## config.mk

```make
export PLATFORM = sky130hd
export DESIGN_NAME = c17_bist_ctrl
export DESIGN_NICKNAME = d
export VERILOG_FILES = /design/src/rtl/c17_bist_ctrl.sv
export SDC_FILE = /design/constraint.sdc
export NUM_CORES = 1
export LEC_CHECK = 0
export CORE_AREA = 2 2 49 51
export CTS_CLUSTER_DIAMETER = 40
export DETAILED_ROUTE_END_ITERATION = 7
export DIE_AREA = 0 0 51 53
export DONT_BUFFER_PORTS = 1
export GPL_ROUTABILITY_DRIVEN = 0
export PLACE_DENSITY = 0.74
export SKIP_LAST_GASP = 1
export SLEW_MARGIN = 20
export SYNTH_ARGS = -nofsm -noshare
export SYNTH_HDL_FRONTEND = slang
export SYNTH_SLANG_ARGS = --single-unit
```

## constraint.sdc

```tcl
create_clock -name clk -period 3.5 [get_ports clk]
set_clock_uncertainty 0.2 [all_clocks]
set_input_delay 0.875 -clock clk [delete_from_list [all_inputs] [get_ports clk]]
set_output_delay 0.875 -clock clk [all_outputs]
set_load 0.02 [all_outputs]
```

## src/rtl/c17_bist_ctrl.sv

```systemverilog
// BIST sequencer for the c17 test circuit: LFSR patterns out, MISR signature in,
// pass/fail against a golden signature once the run completes.
//
// state   | meaning
// --------+--------------------------------------------------------------
// IDLE    | after reset; waiting for start, pi driven to zero
// SETTLE  | pattern applied, counting settle cycles
// CAPTURE | one cycle; po folded into MISR at the closing edge
// DONE    | run complete; signature and pass held until start/reset
module c17_bist_ctrl #(
  parameter int          NUM_PATTERNS  = 31,
  parameter int          SETTLE_CYCLES = 2,
  parameter logic [7:0]  GOLDEN_SIG    = 8'h00
) (
  input  logic       clk,
  input  logic       reset,
  input  logic       start,
  output logic [4:0] pi,
  input  logic [1:0] po,
  output logic       busy,
  output logic       done,
  output logic       pass,
  output logic [7:0] signature,
  output logic [4:0] pat_cnt
);

  localparam logic [3:0] SETTLE_LAST = 4'(SETTLE_CYCLES - 1);
  localparam logic [4:0] NUM_PAT     = 5'(NUM_PATTERNS);
  localparam logic [4:0] LFSR_SEED   = 5'b00001;
  localparam logic [7:0] MISR_POLY   = 8'h1D;

  typedef enum logic [1:0] {
    ST_IDLE    = 2'd0,
    ST_SETTLE  = 2'd1,
    ST_CAPTURE = 2'd2,
    ST_DONE    = 2'd3
  } state_t;

  state_t     state, state_nxt;
  logic [4:0] lfsr, lfsr_nxt;
  logic [7:0] misr, misr_nxt;
  logic [4:0] cnt, cnt_nxt;
  logic [3:0] settle_cnt, settle_nxt;

  always_ff @(posedge clk) begin
    if (reset) begin
      state      <= ST_IDLE;
      lfsr       <= LFSR_SEED;
      misr       <= 8'h00;
      cnt        <= 5'd0;
      settle_cnt <= 4'd0;
    end else begin
      state      <= state_nxt;
      lfsr       <= lfsr_nxt;
      misr       <= misr_nxt;
      cnt        <= cnt_nxt;
      settle_cnt <= settle_nxt;
    end
  end

  always_comb begin
    state_nxt  = state;
    lfsr_nxt   = lfsr;
    misr_nxt   = misr;
    cnt_nxt    = cnt;
    settle_nxt = settle_cnt;
    case (state)
      ST_IDLE, ST_DONE: begin
        if (start) begin
          state_nxt  = ST_SETTLE;
          lfsr_nxt   = LFSR_SEED;
          misr_nxt   = 8'h00;
          cnt_nxt    = 5'd0;
          settle_nxt = 4'd0;
        end
      end
      ST_SETTLE: begin
        settle_nxt = settle_cnt + 4'd1;
        if (settle_cnt == SETTLE_LAST) begin
          state_nxt = ST_CAPTURE;
        end
      end
      ST_CAPTURE: begin
        // x^5+x^3+1 Fibonacci step and MISR fold of {N23,N22}
        lfsr_nxt   = {lfsr[3:0], lfsr[4] ^ lfsr[2]};
        misr_nxt   = {misr[6:0], 1'b0} ^ (misr[7] ? MISR_POLY : 8'h00) ^ {6'b0, po};
        cnt_nxt    = cnt + 5'd1;
        settle_nxt = 4'd0;
        state_nxt  = (cnt_nxt == NUM_PAT) ? ST_DONE : ST_SETTLE;
      end
      default: state_nxt = ST_IDLE;
    endcase
  end

  assign busy      = (state == ST_SETTLE) || (state == ST_CAPTURE);
  assign done      = (state == ST_DONE);
  assign pass      = done && (misr == GOLDEN_SIG);
  assign pi        = busy ? lfsr : 5'd0;
  assign signature = misr;
  assign pat_cnt   = cnt;

endmodule

```

* After elaboration in Yosys (flattened, before gate mapping) *
Cells that the tools add are included.

word-level totals
  register bits after elaboration = 24
  input bits = 5
  word-level logic and storage cells = 39

cells by class
  $add $sub $neg = 2
  equality and inequality tests = 7
  muxes and demuxes = 14
  bitwise gates (word level) = 3
  reduce and logical (&&, ||, !) cells = 8

operator list
  cell                                                                   number
  5-bit two-way mux                                                      4
  5-bit case mux with 2 select lines                                     2
  8-bit case mux with 2 select lines                                     1
  4-bit case mux with 3 select lines                                     1
  8-bit logical NOT                                                      1
  8-bit two-way mux                                                      1
  8-bit by 2-bit XOR with 8-bit output                                   1
  8-bit by 5-bit XOR with 8-bit output                                   1
  2-bit two-way mux                                                      3
  2-bit case mux with 3 select lines                                     1
  5-bit by 1-bit adder with 5-bit output, second input constant          1
  5-bit equality test, second input constant                             1
  4-bit by 1-bit adder with 4-bit output, second input constant          1
  2-bit equality test, second input constant                             2
  4-bit by 1-bit equality test with 1-bit output, second input constant  1
  4-bit two-way mux                                                      1
  2-bit != test, second input constant                                   2
  2-bit AND reduction                                                    2
  2-bit by 1-bit equality test with 1-bit output, second input constant  1
  2-bit logical NOT                                                      1
  2-bit nonzero test                                                     1
  2-bit OR reduction                                                     1
  1-bit logical AND                                                      1
  1-bit logical OR                                                       1
  1-bit XOR                                                              1

* Longest topological paths before layout *
Gate-level depths: netlist (run 1).

  word-level depth = 4
  depth in mapped cells = 7
  depth with buffers taken out = 6

* Worst setup path before layout (run 1) *
Ideal clock, no wire load.

  kind = register -> output
  start = reg state[0]
  end = out pass
  arrival time = 1.397 ns
  required time = 2.425 ns
  setup slack = 1.028 ns
  stages on the path, launching flop included = 4
  buffers on the path = 0
  cell sequence = dfxtp_1 ha_1 nand3b_1 nor4_1

between the ends
  cells in the longest elaborated chain, start to end = 2

ends and longest elaborated chain
  what                    line  text
  start, declared         39    state_t state, state_nxt;
  start signal, assigned  53    state <= state_nxt;
  2-bit equality test     96    assign done = (state == ST_DONE);
  via done                21    output logic done,
  1-bit logical AND       97    assign pass = done && (misr == GOLDEN_SIG);
  end, declared           22    output logic pass,

The timed path passes the listed nets, and every way through them passes these cells.

* Final worst setup path (run 1) *
  start = reg state[0]
  end = out pi[1]

between the ends
  cells in the longest elaborated chain, start to end = 3
  elaborated cells on any way between the ends = 4
  classes of those cells = eq/ne (2); mux (1); reduce/logical (1)

ends and longest elaborated chain
  what                                                                                   line  text
  2-bit by 1-bit equality test with 1-bit output or 2-bit equality test (tied branches)  95    assign busy = (state == ST_SETTLE) || (state == ST_CAPTURE);
  1-bit logical OR *                                                                     95
  5-bit two-way mux *                                                                    98    assign pi = busy ? lfsr : 5'd0;
  end, declared                                                                          18    output logic [4:0] pi,

Every way passes the cells marked *; elsewhere a longest branch is shown, timed or not.

==> results of run 1 <==
[flip-flops by register name, summed over array words and instances (netlist names)]
signal / flops
lfsr: 5
pat_cnt: 5
settle_cnt: 4
signature: 8
state: 2
[how the worst max path moves through the flow]
stage                     depth (start not counted)  endpoint  startpoint  slack (ns)
after CTS                                         3     pi[1]    state[0]        0.76
after detailed placement                          6   lfsr[2]    state[0]        1.05
after global routing                              3     pi[1]    state[0]        0.68
final                                             3     pi[1]    state[0]        0.78
after global placement                            6   lfsr[4]    state[0]        1.17
after floorplan                                   3      pass    state[0]        1.03
[routing by layer]
layer,share of wire,global-route usage,up-vias
li1,-,-,483
met1,0.47,0.188,464
met2,0.47,0.316,26
met3,0.054,0.0508,2
met4,0.012,0.0811,0
met5,0,0,-
[placed cells by master, fill, tap and decap left out, drive strengths merged]
master,count
dfxtp,24
a22oi,12
nor4,2
a31oi,1
o32ai,1
o21ai,3
buf,1
a21oi,8
mux2i,3
nand4,1
xnor2,2
inv,7
a21o,1
or4,1
clkbuf,3
nor4b,1
or3b,1
ha,8
xor2,6
mux2,1
nand3b,2
nand2b,1
nor2,22
a211oi,1
nor2b,8
bufinv,1
nor3,3
nand2,3
a311oi,1
nand3,4
nor3b,4
[report_power, final]
part           internal, W  leakage [nW]  switching (W)
combinational    0.0000524         0.263      0.0000926
clock             0.000116        0.0279      0.0000822
sequential        0.000282         0.194      0.0000118
total             0.000450         0.485       0.000187
[cell families (layout without fill, tap and decap cells)]
logic type,after synthesis,count (layout),synth area share
buf+inv,15,12,0.0543
flops,24,24,0.386
mux,4,4,0.0362
simple gates,53,53,0.226
fa+ha+maj,8,8,0.0804
compound gates,28,28,0.161
xor+xnor,8,8,0.0563
[through the flow]
step / setup WS (ns) / area (µm²) / util / hold slack (ns)
2_1_floorplan: 1.03 / 1240 / - / 0.265
3_3_place_gp: 1.17 / 1250 / 0.580 / 0.296
3_5_place_dp: 1.05 / 1250 / 0.580 / 0.299
4_1_cts: 0.763 / 1300 / 0.605 / 0.323
5_1_grt: 0.684 / 1300 / 0.605 / 0.348
6_report: 0.780 / 1300 / 0.605 / 0.322
[worst max-delay path, stage by stage, from the launching register on]
cell     delay (ns)
dfxtp_1        0.44
inv_1          0.06
ha_1           0.44
nor2b_1        0.40
[layout make-up]
class,count,area [µm²],area share
multi-input combinational,101,697,0.537
inverter,7,26.3,0.0202
clock buffer,3,22.5,0.0173
tap,28,35.0,0.0270
timing repair buffer,1,7.51,0.00578
sequential,24,480,0.370
clock inverter,1,30.0,0.0231
==> summary.txt, run 1 <==
Drt
  • Total routed wirelength: 2.30 mm
  • Via count: between 900 and 1000
  • Via/cell ratio: roughly 5.9
  • Wirelength per Cell: approximately 14 µm
  • DRC: 0
  • First-pass DRT Iterations: 4
  • DRT iter0 DRCs: 16
  • Post-DRT Antenna Nets: 0

Setup path
  • Crit path DAT: approximately 1.6 ns
  • R2R setup slack: between 1 and 1.5 ns
  • CP Class: reg2out
  • CP startpoint kind: flop
  • CP Data Required Time: about 2.4 ns
  • R2r worst-path depth: 6
  • RR Startpoint: state[0]
  • Reg2reg end: signature[7]
  • Crit path capture type: output pin
  • Worst Path Max Fanout: 11

Finish
  • Non-Filler Instances: 165
  • Fillcell total: around 200
  • Antenna Cells: 0
  • Final nets: approximately 150
  • Ratio of cells with drive above 1 in the final layout: 0.0949
  • Layout area overhead: 4.32%

Synthesis
  • Mean Syn Cell Area: around 9 µm²
  • Synth top area share: 0.386
  • Synth area leaders: dfxtp_1 39%, ha_1 8.0%, a22oi_1 7.2%, nor2_1 6.3%, xor2_1 4.2%
  • Post-Syn Area: 1240 µm²
  • Syn_nets: 153
  • #FFs+latches synth: 24
  • Synth top cells by count: 24 x dfxtp_1, 21 x nor2_1, 12 x a22oi_1
  • EDFF count, synth: 0
  • Synth Flop Type: dfxtp_1
  • Leading area contributor after synthesis: dfxtp_1
  • Fraction of registers with async set or reset after synthesis: 0
  • Most frequent cell after synthesis: dfxtp_1
  • Post-Synthesis Cells: 140
  • Yosys warnings: 0
  • Cell variety after synth: 37
  • Seq/Total Area, Yosys: 0.386

Die
  • Initial core utilization: 0.579
  • Die area: approximately 2700 µm²
  • Die Y: 53 µm
  • Num ports: 26
  • Die width: 51 µm
  • Rows: 17
  • Core area: ~2100 µm²

Timing
  • Fin Setup TNS: 0 ns
  • Period minus WS final: 2.72 ns
  • Pins Over Slew Limit: 0
  • Relative slew slack: 0.448
  • RSZ-0062 raised after global routing: no
  • Final Cycle Share: 0.777
  • Fmax: about 370 MHz
  • Final setup fails: 0
  • Worst Max-Slew Pin Slew: 0.812 ns
  • Final hold violations: 0

GRT
  • Initial antenna violation count: 0
  • Vias in the first global route: roughly 830
  • Largest net degree at the start of global routing: 27
  • Gr usage total: 0.175
  • Total gr overflow: 0
  • First-pass GRT wire length: around 3.6 mm

Hold path
  • Hold Crit Start: settle_cnt[2]
  • Min-Delay Path Class: reg2reg
  • Hold Path End: settle_cnt[2]
  • Hold Path Stages: 2

Place
  • Placed Cells: approximately 160
  • IO buf count: 0
  • Dpl hpwl: approximately 1.6 mm

Power and ir drop
  • Max IR drop VDD: around 0.29 mV
  • Pwr Total: approximately 0.00064 W
  • PwrDens: 490 nW/µm²
  • Leakage power: roughly 0.49 nW

Clock tree
  • H-tree depth: 1
  • Cts repair resizes: 0
  • CTS Sinks: 24
  • CTS max path bufs: 2
  • CTS tree: yes
  • Clk pin slew, worst setup/hold paths: roughly 0.13 ns
  • Later-pin clock latency in the skew report: slightly above 0.3 ns
  • Post-CTS Setup Inserts: 0
  • Clk root buf: clkbuf_4
  • CTS Hold Buffers Added: 0
  • TritonCTS buffer count: 3

Job
  • Max-cap violations: 0

Outcome
  • Status: finished, final reports clean
(Power assumes the default switching activity.)
==> run 2, diff against run 1 <==
--- a/config.mk
+++ b/config.mk
@@ -5,13 +5,13 @@
 export SDC_FILE = /design/constraint.sdc
 export NUM_CORES = 1
 export LEC_CHECK = 0
-export CORE_AREA = 2 2 49 51
+export CORE_AREA = 2 2 51 53
 export CTS_CLUSTER_DIAMETER = 40
 export DETAILED_ROUTE_END_ITERATION = 7
-export DIE_AREA = 0 0 51 53
+export DIE_AREA = 0 0 53 55
 export DONT_BUFFER_PORTS = 1
 export GPL_ROUTABILITY_DRIVEN = 0
-export PLACE_DENSITY = 0.74
+export PLACE_DENSITY = 0.72
 export SKIP_LAST_GASP = 1
 export SLEW_MARGIN = 20
 export SYNTH_ARGS = -nofsm -noshare
==> constraint.sdc (replaced) <==
create_clock -name clk -period 2.5 [get_ports clk]
set_clock_uncertainty 0.2 [all_clocks]
set_input_delay 0.625 -clock clk [delete_from_list [all_inputs] [get_ports clk]]
set_output_delay 0.625 -clock clk [all_outputs]
set_load 0.02 [all_outputs]
==> summary.txt, run 2 (synthesis results as in run 1) <==
GRT
  • Gr usage total: 0.170
  • Largest net degree at the start of global routing: 27
  • GRT busiest layer: met2
  • First-pass GRT wire length: approximately 3.6 mm
  • Met1 usage: 0.205
  • Vias in the first global route: around 800
  • GR Util met2: 0.296
  • Total gr overflow: 0
  • Routing usage on met3: 0.0403
  • Initial antenna violation count: 0

Power and ir drop
  • PwrDens: just over 600 nW/µm²
  • Pwr Total: a little under 0.0008 W
  • Leakage power: 0.486 nW
  • Max IR drop VDD: about 0.37 mV

Finish
  • Final nets: between 150 and 200
  • Max FFs per register: 8
  • Layout area overhead: 4.12%
  • Ratio of cells with drive above 1 in the final layout: 0.115
  • Most frequent cells in the layout: 24 x dfxtp_1, 21 x nor2_1, 12 x a22oi_1, 8 x ha_1, 7 x a21oi_1
  • Antenna Cells: 0
  • Commonest non-fill, non-tap cell in the layout: dfxtp_1

Setup path
  • Slowest Stage Delay on Critical Path: approximately 0.44 ns
  • CP cell instances: inv_1 > ha_1 > nor2b_1
  • CP Class: reg2out
  • CP startpoint kind: flop
  • Worst Path Max Fanout: 11
  • R2R setup slack: approximately 0.32 ns
  • CP Data Required Time: between 1.5 and 2 ns
  • Crit path capture type: output pin
  • Crit path DAT: about 1.7 ns
  • Slowest-stage cell, CP: ha_1

Clock tree
  • H-tree depth: 1
  • CTS max path bufs: 2
  • CTS tree: yes
  • TritonCTS buffer count: 3
  • Later-pin clock latency in the skew report: approximately 0.31 ns
  • Clk pin slew, worst setup/hold paths: between 0.1 and 0.15 ns
  • Post-CTS Setup Inserts: 0
  • Clk root buf: clkbuf_4
  • CTS Sinks: 24
  • CTS Hold Buffers Added: 0
  • Cts repair resizes: 0

Die
  • Die width: around 53 µm
  • Die Y: 55 µm
  • Die area: just under 3000 µm²
  • Num ports: 26
  • Rows: 18
  • Initial core utilization: 0.526
  • Core area: roughly 2400 µm²

Timing
  • Final hold violations: 0
  • Final worst slack: ~0.026 ns
  • Relative slew slack: 0.698
  • Fmax: 404 MHz
  • Final Cycle Share: 0.990
  • Period minus WS final: 2.47 ns
  • Pins Over Slew Limit: 0
  • RSZ-0062 raised after global routing: yes
  • Worst Max-Slew Pin Slew: approximately 0.45 ns
  • Final setup fails: 0

Hold path
  • Min-Delay Path Class: in2reg

Place
  • IO buf count: 0
  • Dpl hpwl: around 1.6 mm
  • DP Worst Slack: around 0.36 ns

Drt
  • First-pass DRT Iterations: 4
  • Total routed wirelength: 2.36 mm
  • Wirelength per Cell: 14.0 µm
  • Via/cell ratio: approximately 5.7
  • DRT iter0 DRCs: 13
  • DRC: 0
  • Post-DRT Antenna Nets: 0
  • Via count: 962

Outcome
  • Status: finished, final reports clean

Job
  • Max-cap violations: 0
run 2: area by class of cell:
class                   count  area, µm²
fillers                   222       1070
flip-flops and latches     24        480
multi-input cells         101        699
clock buffers               3       22.5
inverters                   7       26.3
well taps                  30       37.5
repair buffers              4       30.0
run 2: routing by layer:
layer  vias to the layer above  routed length, µm  part of all wire
li1                        492                  -                 -
met1                       449               1090              0.46
met2                        16               1150              0.49
met3                         5                 92             0.039
met4                         0                 35             0.015
met5                         -                  0                 0
run 2: where the power goes:
group          internal (W)  switching, W
Combinational     0.0000832      0.000130
Sequential         0.000395     0.0000164
Clock             0.0000564      0.000110
run 2: path summary, 6_finish.rpt:
path | start | end | depth (start not counted)
max | state[0] | pi[1] | 3
min | reset | state[0] | 1
max reg2reg | state[0] | state[1] | 7
min reg2reg | settle_cnt[2] | settle_cnt[2] | 2
run 2: worst max-delay path, delay by kind of cell (launching register included):
family,cells,cell delay (ns)
fa+ha+maj,1,0.44
buf+inv,1,0.07
simple gates,1,0.40
flops,1,0.43
run 2: through the flow:
stage | std cells | utilization | cell area (µm²) | TNS [ns] | hold WS, ns
2_1_floorplan | 140 | - | 1240 | 0 | 0.265
3_3_place_gp | 166 | 0.538 | 1270 | 0 | 0.287
3_5_place_dp | 166 | 0.538 | 1270 | 0 | 0.302
4_1_cts | 169 | 0.547 | 1290 | 0 | 0.154
5_1_grt | 169 | 0.548 | 1300 | -0.243 | 0.134
6_report | 169 | 0.548 | 1300 | 0 | 0.155
